$ cat config.mk
export PLATFORM = sky130hd
export DESIGN_NAME = multi_slot_calibration
export DESIGN_NICKNAME = d
export VERILOG_FILES = /design/src/rtl/multi_slot_calibration.sv
export SDC_FILE = /design/constraint.sdc
export NUM_CORES = 1
export LEC_CHECK = 0
export CORE_MARGIN = 10
export CORE_UTILIZATION = 62
export DETAILED_ROUTE_END_ITERATION = 10
export PLACE_DENSITY = 0.94
export REMOVE_ABC_BUFFERS = 1
export SYNTH_ARGS = -nofsm -noshare
export SYNTH_HDL_FRONTEND = slang
export SYNTH_SLANG_ARGS = --single-unit
$ cat constraint.sdc
create_clock -name clk -period 8.15 [get_ports clk]
set_input_delay 1.63 -clock clk [delete_from_list [all_inputs] [get_ports clk]]
set_output_delay 1.63 -clock clk [all_outputs]
set_load 0.005 [all_outputs]
$ cat src/rtl/multi_slot_calibration.sv
// Window-averaging colour calibration into NUM_SLOTS YUV slots with registered readback.
// Optional macro CAL_RGB_BYPASS_EN adds rgb_yuv to store the raw RGB average instead of YUV.
module multi_slot_calibration #(
    parameter int unsigned WIN_LOG2  = 2,
    parameter int unsigned NUM_SLOTS = 4,
    parameter int unsigned SLOT_W    = 2,
    parameter int unsigned POS_W     = 13,
    parameter int unsigned CUR_W     = 10
) (
    input  logic                    clk,
    input  logic                    reset_n,
    input  logic                    start,
    input  logic [SLOT_W-1:0]       wr_slot,
    input  logic                    pix_valid,
    input  logic [7:0]              raw_R,
    input  logic [7:0]              raw_G,
    input  logic [7:0]              raw_B,
    input  logic [POS_W-1:0]        row,
    input  logic [POS_W-1:0]        col,
    input  logic                    frame_end,
    input  logic [CUR_W-1:0]        cur_row,
    input  logic [CUR_W-1:0]        cur_col,
    input  logic [SLOT_W-1:0]       rd_slot,
`ifdef CAL_RGB_BYPASS_EN
    input  logic                    rgb_yuv,
`endif
    output logic                    busy,
    output logic                    done,
    output logic                    err,
    output logic [NUM_SLOTS-1:0]    slot_valid,
    output logic [7:0]              Y_out,
    output logic signed [8:0]       U_out,
    output logic signed [8:0]       V_out
);

    localparam int unsigned ACC_W = 8 + 2 * WIN_LOG2;
    localparam int unsigned CNT_W = 2 * WIN_LOG2 + 1;
    localparam int unsigned WIN   = 1 << WIN_LOG2;
    localparam int unsigned NPIX  = 1 << (2 * WIN_LOG2);
    localparam int unsigned CMP_W = ((POS_W > CUR_W) ? POS_W : CUR_W) + 1;

    typedef enum logic [2:0] {
        S_IDLE, S_ARM, S_ACCUM, S_AVG, S_CONV, S_WRITE
    } state_e;

    state_e state_q, state_d;

    logic [SLOT_W-1:0]  slot_q;
    logic [CUR_W-1:0]   crow_q, ccol_q;
    logic [ACC_W-1:0]   acc_r_q, acc_g_q, acc_b_q;
    logic [CNT_W-1:0]   cnt_q;
    logic [7:0]         avg_r_q, avg_g_q, avg_b_q;
    logic               fail_q;
    logic [7:0]         y_q;
    logic signed [8:0]  u_q, v_q;
    logic               busy_q, done_q, err_q;
    logic [NUM_SLOTS-1:0] valid_q;
    logic [7:0]         slot_y_q [NUM_SLOTS];
    logic signed [8:0]  slot_u_q [NUM_SLOTS];
    logic signed [8:0]  slot_v_q [NUM_SLOTS];
    logic [7:0]         rd_y_q;
    logic signed [8:0]  rd_u_q, rd_v_q;
    logic               use_rgb_c;

`ifdef CAL_RGB_BYPASS_EN
    logic rgb_q;
    assign use_rgb_c = rgb_q;
`else
    assign use_rgb_c = 1'b0;
`endif

    // Window hit test; widened so cursor + window cannot wrap
    logic [CMP_W-1:0] row_x, col_x, crow_x, ccol_x;
    logic             in_win_c;
    always_comb begin
        row_x    = CMP_W'(row);
        col_x    = CMP_W'(col);
        crow_x   = CMP_W'(crow_q);
        ccol_x   = CMP_W'(ccol_q);
        in_win_c = pix_valid
                 && (row_x >= crow_x) && (row_x < crow_x + CMP_W'(WIN))
                 && (col_x >= ccol_x) && (col_x < ccol_x + CMP_W'(WIN));
    end

    logic fail_c;
    assign fail_c = (cnt_q != CNT_W'(NPIX));

    function automatic logic signed [8:0] sat9(input logic signed [17:0] x);
        if (x > 18'sd255)       return 9'sd255;
        else if (x < -18'sd256) return 9'sh100;
        else                    return 9'(x);
    endfunction

    // RGB -> YUV with floor shifts and saturation
    logic signed [17:0] r_s, g_s, b_s, y_m, u_m, v_m, y_sh;
    logic [7:0]         y_c;
    logic signed [8:0]  u_c, v_c;
    always_comb begin
        r_s  = $signed({10'd0, avg_r_q});
        g_s  = $signed({10'd0, avg_g_q});
        b_s  = $signed({10'd0, avg_b_q});
        y_m  = 18'sd77 * r_s + 18'sd150 * g_s + 18'sd29 * b_s;
        u_m  = 18'sd128 * b_s - 18'sd43 * r_s - 18'sd85 * g_s;
        v_m  = 18'sd128 * r_s - 18'sd107 * g_s - 18'sd21 * b_s;
        y_sh = y_m >>> 8;
        if (y_sh > 18'sd255)    y_c = 8'd255;
        else if (y_sh < 18'sd0) y_c = 8'd0;
        else                    y_c = 8'(y_sh);
        u_c  = sat9(u_m >>> 8);
        v_c  = sat9(v_m >>> 8);
    end

    logic [7:0]        wr_y_c;
    logic signed [8:0] wr_u_c, wr_v_c;
    logic              wr_now_c;
    always_comb begin
        wr_y_c   = use_rgb_c ? avg_r_q : y_q;
        wr_u_c   = use_rgb_c ? $signed({1'b0, avg_g_q}) : u_q;
        wr_v_c   = use_rgb_c ? $signed({1'b0, avg_b_q}) : v_q;
        wr_now_c = (state_q == S_WRITE) && !fail_q;
    end

    always_ff @(posedge clk or negedge reset_n) begin
        if (!reset_n) state_q <= S_IDLE;
        else          state_q <= state_d;
    end

    always_comb begin
        state_d = state_q;
        case (state_q)
            S_IDLE:  if (start)     state_d = S_ARM;
            S_ARM:   if (frame_end) state_d = S_ACCUM;
            S_ACCUM: if (frame_end) state_d = S_AVG;
            S_AVG:   state_d = use_rgb_c ? S_WRITE : S_CONV;
            S_CONV:  state_d = S_WRITE;
            S_WRITE: state_d = S_IDLE;
            default: state_d = S_IDLE;
        endcase
    end

    always_ff @(posedge clk or negedge reset_n) begin
        if (!reset_n) begin
            slot_q  <= '0;
            crow_q  <= '0;
            ccol_q  <= '0;
            acc_r_q <= '0;
            acc_g_q <= '0;
            acc_b_q <= '0;
            cnt_q   <= '0;
            avg_r_q <= '0;
            avg_g_q <= '0;
            avg_b_q <= '0;
            fail_q  <= 1'b0;
            y_q     <= '0;
            u_q     <= '0;
            v_q     <= '0;
            busy_q  <= 1'b0;
            done_q  <= 1'b0;
            err_q   <= 1'b0;
            valid_q <= '0;
            rd_y_q  <= '0;
            rd_u_q  <= '0;
            rd_v_q  <= '0;
`ifdef CAL_RGB_BYPASS_EN
            rgb_q   <= 1'b0;
`endif
            for (int i = 0; i < int'(NUM_SLOTS); i++) begin
                slot_y_q[i] <= '0;
                slot_u_q[i] <= '0;
                slot_v_q[i] <= '0;
            end
        end else begin
            case (state_q)
                S_IDLE: if (start) begin
                    slot_q <= wr_slot;
                    crow_q <= cur_row;
                    ccol_q <= cur_col;
`ifdef CAL_RGB_BYPASS_EN
                    rgb_q  <= rgb_yuv;
`endif
                end
                S_ARM: if (frame_end) begin
                    acc_r_q <= '0;
                    acc_g_q <= '0;
                    acc_b_q <= '0;
                    cnt_q   <= '0;
                end
                S_ACCUM: if (in_win_c) begin
                    acc_r_q <= acc_r_q + ACC_W'(raw_R);
                    acc_g_q <= acc_g_q + ACC_W'(raw_G);
                    acc_b_q <= acc_b_q + ACC_W'(raw_B);
                    cnt_q   <= cnt_q + CNT_W'(1);
                end
                S_AVG: begin
                    avg_r_q <= 8'(acc_r_q >> (2 * WIN_LOG2));
                    avg_g_q <= 8'(acc_g_q >> (2 * WIN_LOG2));
                    avg_b_q <= 8'(acc_b_q >> (2 * WIN_LOG2));
                    fail_q  <= fail_c;
                end
                S_CONV: begin
                    y_q <= y_c;
                    u_q <= u_c;
                    v_q <= v_c;
                end
                S_WRITE: begin
                    if (!fail_q) begin
                        slot_y_q[slot_q] <= wr_y_c;
                        slot_u_q[slot_q] <= wr_u_c;
                        slot_v_q[slot_q] <= wr_v_c;
                        valid_q[slot_q]  <= 1'b1;
                    end else begin
                        valid_q[slot_q]  <= 1'b0;
                    end
                end
                default: ;
            endcase

            busy_q <= (state_d != S_IDLE);
            done_q <= (state_d == S_WRITE);
            // In the bypass path WRITE follows AVG directly, so fail_q is not yet loaded
            err_q  <= (state_d == S_WRITE) && ((state_q == S_AVG) ? fail_c : fail_q);

            // Forward a same-cycle write so readback sees new data one cycle after WRITE
            if (wr_now_c && (rd_slot == slot_q)) begin
                rd_y_q <= wr_y_c;
                rd_u_q <= wr_u_c;
                rd_v_q <= wr_v_c;
            end else begin
                rd_y_q <= slot_y_q[rd_slot];
                rd_u_q <= slot_u_q[rd_slot];
                rd_v_q <= slot_v_q[rd_slot];
            end
        end
    end

    assign busy       = busy_q;
    assign done       = done_q;
    assign err        = err_q;
    assign slot_valid = valid_q;
    assign Y_out      = rd_y_q;
    assign U_out      = rd_u_q;
    assign V_out      = rd_v_q;

endmodule

==> flow_summary.html <==
<table>
<tr><th>Metric</th><th>Value</th></tr>
<tr><th colspan="2">Clock tree</th></tr>
<tr><td>Count of cells resized by post-cts repair</td><td>0</td></tr>
<tr><td>Clock-pin transition on the worst setup and hold timing paths</td><td>0.06 ns</td></tr>
<tr><td>Clock buffer count from CTS</td><td>28</td></tr>
<tr><td>Library cell used as clock root buffer</td><td>clkbuf_16</td></tr>
<tr><td>Clock insertion delay at the later pin of the skew report</td><td>0.55 ns</td></tr>
<tr><td>Max Root-Sink Buffers</td><td>3</td></tr>
<tr><td>CTS sink cnt</td><td>roughly 250</td></tr>
<tr><td>TritonCTS clock tree</td><td>yes</td></tr>
<tr><td>CTS H-tree lvls</td><td>1</td></tr>
<tr><td>Post-CTS Setup Bufs</td><td>0</td></tr>
<tr><td>Count of hold buffers inserted by post-cts repair</td><td>0</td></tr>
<tr><th colspan="2">Drt</th></tr>
<tr><td>Remaining routing DRC violations</td><td>0</td></tr>
<tr><td>Post-detailed-routing wire length</td><td>about 47000 um</td></tr>
<tr><td>Via density</td><td>~5.9</td></tr>
<tr><td>Via count</td><td>14380</td></tr>
<tr><td>Average detailed-routed wire length per instance</td><td>19.33 um</td></tr>
<tr><td>Number of iterations in the first detailed-routing pass</td><td>7</td></tr>
<tr><td>ANT nets after route</td><td>0</td></tr>
<tr><td>Detailed Route Iter0 Violations</td><td>726</td></tr>
<tr><th colspan="2">Synthesis</th></tr>
<tr><td>Cell taking the most area after synthesis</td><td>dfrtp_1</td></tr>
<tr><td>Mapped Area</td><td>20210 sq um</td></tr>
<tr><td>Number of enable-type register cells in the synthesized netlist</td><td>0</td></tr>
<tr><td>Cell types occupying the most area after synthesis</td><td>dfrtp_1 31%, ha_1 18%, fa_1 11%</td></tr>
<tr><td>Flop and latch count out of synthesis</td><td>254</td></tr>
<tr><td>Syn_area_per_cell</td><td>10.85 sq um</td></tr>
<tr><td>Asr flop ratio synth</td><td>100.0%</td></tr>
<tr><td>Yosys top cell area share</td><td>31.45%</td></tr>
<tr><td>Synth warnings</td><td>0</td></tr>
<tr><td>Yosys cell types</td><td>70</td></tr>
<tr><td>Primary FF master, synth</td><td>dfrtp_1</td></tr>
<tr><td>Synthesized instance count</td><td>1862</td></tr>
<tr><td>Post-synthesis sequential area ratio</td><td>between 30% and 40%</td></tr>
<tr><th colspan="2">Power</th></tr>
<tr><td>VDD IR max</td><td>roughly 550 uV</td></tr>
<tr><td>Net Sw Power</td><td>about 0.0047 W</td></tr>
<tr><td>Clk network pwr share</td><td>11.9%</td></tr>
<tr><td>Power Dens Cells</td><td>466.5 nW/um^2</td></tr>
<tr><td>Logic gate share of total power</td><td>between 60% and 70%</td></tr>
<tr><td>Switching portion of total power</td><td>44.68%</td></tr>
<tr><td>Internal cell power</td><td>0.005873 W</td></tr>
<tr><td>Static Leak</td><td>roughly 12 nW</td></tr>
<tr><td>Design Power</td><td>0.01062 W</td></tr>
<tr><td>Portion of total power attributed to sequential cells</td><td>20.1%</td></tr>
<tr><th colspan="2">Cells and area</th></tr>
<tr><td>Fill cell count</td><td>between 2000 and 2500</td></tr>
<tr><td>Layout cells sized above 1</td><td>14.13%</td></tr>
<tr><td>Diodes inserted</td><td>0</td></tr>
<tr><td>Non-Filler Cell Area, Final</td><td>22760 sq um</td></tr>
<tr><td>Layout Area Growth over Synthesis</td><td>12.63%</td></tr>
<tr><td># nets final</td><td>~2500</td></tr>
<tr><th colspan="2">Critical path</th></tr>
<tr><td>CP max stage delay</td><td>about 0.56 ns</td></tr>
<tr><td>CP Cell Sequence</td><td>ha_1 &gt; ha_1 &gt; inv_1 &gt; fa_1 &gt; fa_1 &gt; inv_1 &gt; ha_1 &gt; xnor2_1 &gt; fa_1 &gt; fa_1 &gt; inv_1 &gt; fa_1 &gt; fa_1 &gt; inv_1 &gt; ha_1 &gt; o21a_1 &gt; nor2_1 &gt; a211oi_1 &gt; a221o_1 &gt; a31o_2 &gt; a21oi_1 &gt; nor2b_1 &gt; o32a_1</td></tr>
<tr><td>Crit path kind</td><td>reg2reg</td></tr>
<tr><td>Crit path max fanout</td><td>9</td></tr>
<tr><td>Worst Setup End Kind</td><td>register</td></tr>
<tr><td>Worst endpoint required time</td><td>8.63 ns</td></tr>
<tr><td>Most frequent cell on the critical path</td><td>fa_1</td></tr>
<tr><td>Worst Path Arrival</td><td>around 7.8 ns</td></tr>
<tr><td>Worst Setup Start Kind</td><td>register</td></tr>
<tr><td>Crit-path slowest cell</td><td>fa_1</td></tr>
<tr><th colspan="2">Outcome</th></tr>
<tr><td>Status</td><td>completed</td></tr>
<tr><th colspan="2">Floorplan</th></tr>
<tr><td>Placeable core region</td><td>32370 sq um</td></tr>
<tr><td>Width of the chip</td><td>200.6 um</td></tr>
<tr><td>Initial cell density of the core</td><td>62.43%</td></tr>
<tr><td>Total die area</td><td>between 40000 and 50000 sq um</td></tr>
<tr><td>Std-Cell Rows</td><td>66</td></tr>
<tr><td>Count of pins on the block boundary</td><td>112</td></tr>
<tr><td>Y dimension of the die</td><td>200.6 um</td></tr>
<tr><th colspan="2">Placement</th></tr>
<tr><td>Worst-case setup slack after placement</td><td>1.017 ns</td></tr>
<tr><td>Port Buffers</td><td>111</td></tr>
<tr><td>Placed cell area</td><td>approximately 22000 sq um</td></tr>
<tr><td>DP HPWL</td><td>35840 um</td></tr>
<tr><td>Gp weighted congestion</td><td>0.9673</td></tr>
<tr><th colspan="2">Timing</th></tr>
<tr><td>Total count of hold-check failures in the final report</td><td>0</td></tr>
<tr><td>Transition at the pin with the smallest max-transition slack</td><td>0.9243 ns</td></tr>
<tr><td>Accumulated negative setup slack</td><td>0 ns</td></tr>
<tr><td>Slew Limit Headroom</td><td>38.23%</td></tr>
<tr><td>Fmax</td><td>136.3 MHz</td></tr>
<tr><td>Share of the cycle needed by the critical path after routing</td><td>89.99%</td></tr>
<tr><td>Number of setup violations in the final report</td><td>0</td></tr>
<tr><td>Final critical-path setup slack</td><td>0.8155 ns</td></tr>
<tr><td>Clock period minus final worst setup slack</td><td>7.334 ns</td></tr>
<tr><td>Max-slew violation count</td><td>0</td></tr>
<tr><td>Worst-case clock skew</td><td>0.01169 ns</td></tr>
<tr><td>RSZ-0062 raised after global routing</td><td>no</td></tr>
<tr><th colspan="2">Global routing</th></tr>
<tr><td>GRT Resource Usage Total</td><td>23.40%</td></tr>
<tr><td>First-pass GRT wire length</td><td>slightly below 80000 um</td></tr>
<tr><td>Pin count of the biggest net entering global routing</td><td>140</td></tr>
<tr><td>Residual overflow from global routing</td><td>0</td></tr>
<tr><td>Initial antenna violation count</td><td>0</td></tr>
<tr><td>Number of global-route vias before repair</td><td>15860</td></tr>
<tr><th colspan="2">Flow run</th></tr>
<tr><td>Max Cap Viol</td><td>0</td></tr>
<tr><th colspan="2">Worst hold path</th></tr>
<tr><td>Worst hold path type</td><td>reg2reg</td></tr>
</table>
[power groups by stage]
stage	registers, W	logic, W	clock network [W]
3_3_place_gp	0.00210	0.00665	0
4_1_cts	0.00213	0.00715	0.00128
2_1_floorplan	0.00201	0.00549	0
3_5_place_dp	0.00214	0.00705	0
5_1_grt	0.00220	0.00803	0.00133
6_report	0.00214	0.00722	0.00126
[synthesized netlist by cell type (11+ instances only)]
library cell  instances
ha_1                297
inv_1               274
dfrtp_1             254
mux2_2              166
fa_1                107
nand2_1              88
o21ai_0              73
a21oi_1              65
nor2_1               63
xnor2_1              57
a21o_1               40
clkbuf_1             32
xor2_1               31
mux4_2               26
nand3_1              21
nor3_1               21
a211oi_1             17
o21a_1               16
and3_1               13
nand2b_1             13
nor2b_1              13
or3_1                13
o31ai_1              12
a31o_2               11
[cells in the final DEF, fill, tap and decap left out, types with 21 or more instances in the layout]
| master | synthesis | final |
|---|---|---|
| mux2_2 | 166 | 166 |
| xor2_1 | 31 | 31 |
| clkbuf_16 | 0 | 29 |
| mux4_2 | 26 | 26 |
| ha_1 | 297 | 297 |
| clkdlybuf4s50_1 | 0 | 109 |
| a21oi_1 | 65 | 65 |
| inv_1 | 274 | 274 |
| nor2_1 | 63 | 62 |
| xnor2_1 | 57 | 57 |
| dfrtp_1 | 254 | 254 |
| nor3_1 | 21 | 21 |
| fa_1 | 107 | 107 |
| nand2_1 | 88 | 88 |
| o21ai_0 | 73 | 73 |
| a21o_1 | 40 | 40 |
[worst paths after layout]
path                       cells after the start                     to              startpoint  slack, ns
setup / recovery                              23  wr_y_c[2]$_DFFE_PN0N_  avg_g_q[4]$_DFFE_PN0N_       0.82
hold / removal                                 2               register                register       0.48
setup reg to reg                              23  wr_y_c[2]$_DFFE_PN0N_  avg_g_q[4]$_DFFE_PN0N_       0.82
hold reg to reg                                2               register                register       0.48
max in group asynchronous                      2   state_q[0]$_DFF_PN0_                 reset_n       5.78
min in group asynchronous                      1     Y_out[4]$_DFF_PN0_                 reset_n       1.13
[worst max-delay path, delay by kind of cell, from the launching register on]
| kind | cells | cell delay, ns |
|---|---|---|
| DFF | 1 | 0.53 |
| and+or+nand+nor | 2 | 0.50 |
| xor gates and xnor gates | 1 | 0.25 |
| buffers and inverters | 4 | 0.20 |
| AOI/OAI and AO/OA | 6 | 1.40 |
| adders and majority gates | 10 | 4.39 |
[flip-flops by register name (all words and copies together), names as in the netlist, 2 cells and up, named ones only]
signal	count
slot_v_q	36
v_q	9
V_out	9
ccol_q	10
Y_out	8
acc_r_q	12
acc_b_q	12
slot_u_q	36
slot_q	2
avg_g_q	8
cnt_q	5
u_q	9
crow_q	10
slot_y_q	32
U_out	9
wr_y_c	8
avg_r_q	8
acc_g_q	12
avg_b_q	8
state_q	3
[final cells by class]
type,instances,area (sq um),area share (%)
Clock inverter,10,85.08,0.3738
Timing Repair Buffer,123,1214,5.332
Clock buffer,41,840.8,3.694
Tap cell,442,553.0,2.430
Sequential cell,254,6356,27.92
Inverter,274,1028,4.518
Multi-Input combinational cell,1294,12690,55.73
[stage by stage]
stage | utilization, % | instances | hold WS [ns]
after floorplan | - | 1822 | 0.4442
after global placement | 67.46 | 2387 | 0.4586
after detailed placement | 67.46 | 2387 | 0.4701
after CTS | 70.32 | 2438 | 0.4847
after global routing | 70.32 | 2438 | 0.5081
final | 70.32 | 2438 | 0.4790
[kinds of logic (layout without fill, tap and decap cells)]
kind of cell	count (synthesis)	after routing	synth area share, %
adder cells (fa/ha/maj)	404	404	28.99
XOR/XNOR	88	88	3.814
flip-flops	254	254	31.45
AND/OR/NAND/NOR	299	299	7.417
AO/OA/AOI/OAI	304	304	9.973
multiplexers	199	199	12.51
buffers and inverters	314	448	5.850
[routing by layer]
metal / part of all wire (%) / routed length, um / global-route usage (%) / up-vias
met3: 4.8 / 2282 / 3.744 / 103
met4: 3.3 / 1545 / 7.790 / 0
met5: 0 / 0 / 0 / -
li1: - / - / - / 6706
met1: 42 / 19770 / 28.43 / 7216
met2: 50 / 23520 / 41.50 / 351
(Power assumes the default switching activity.)
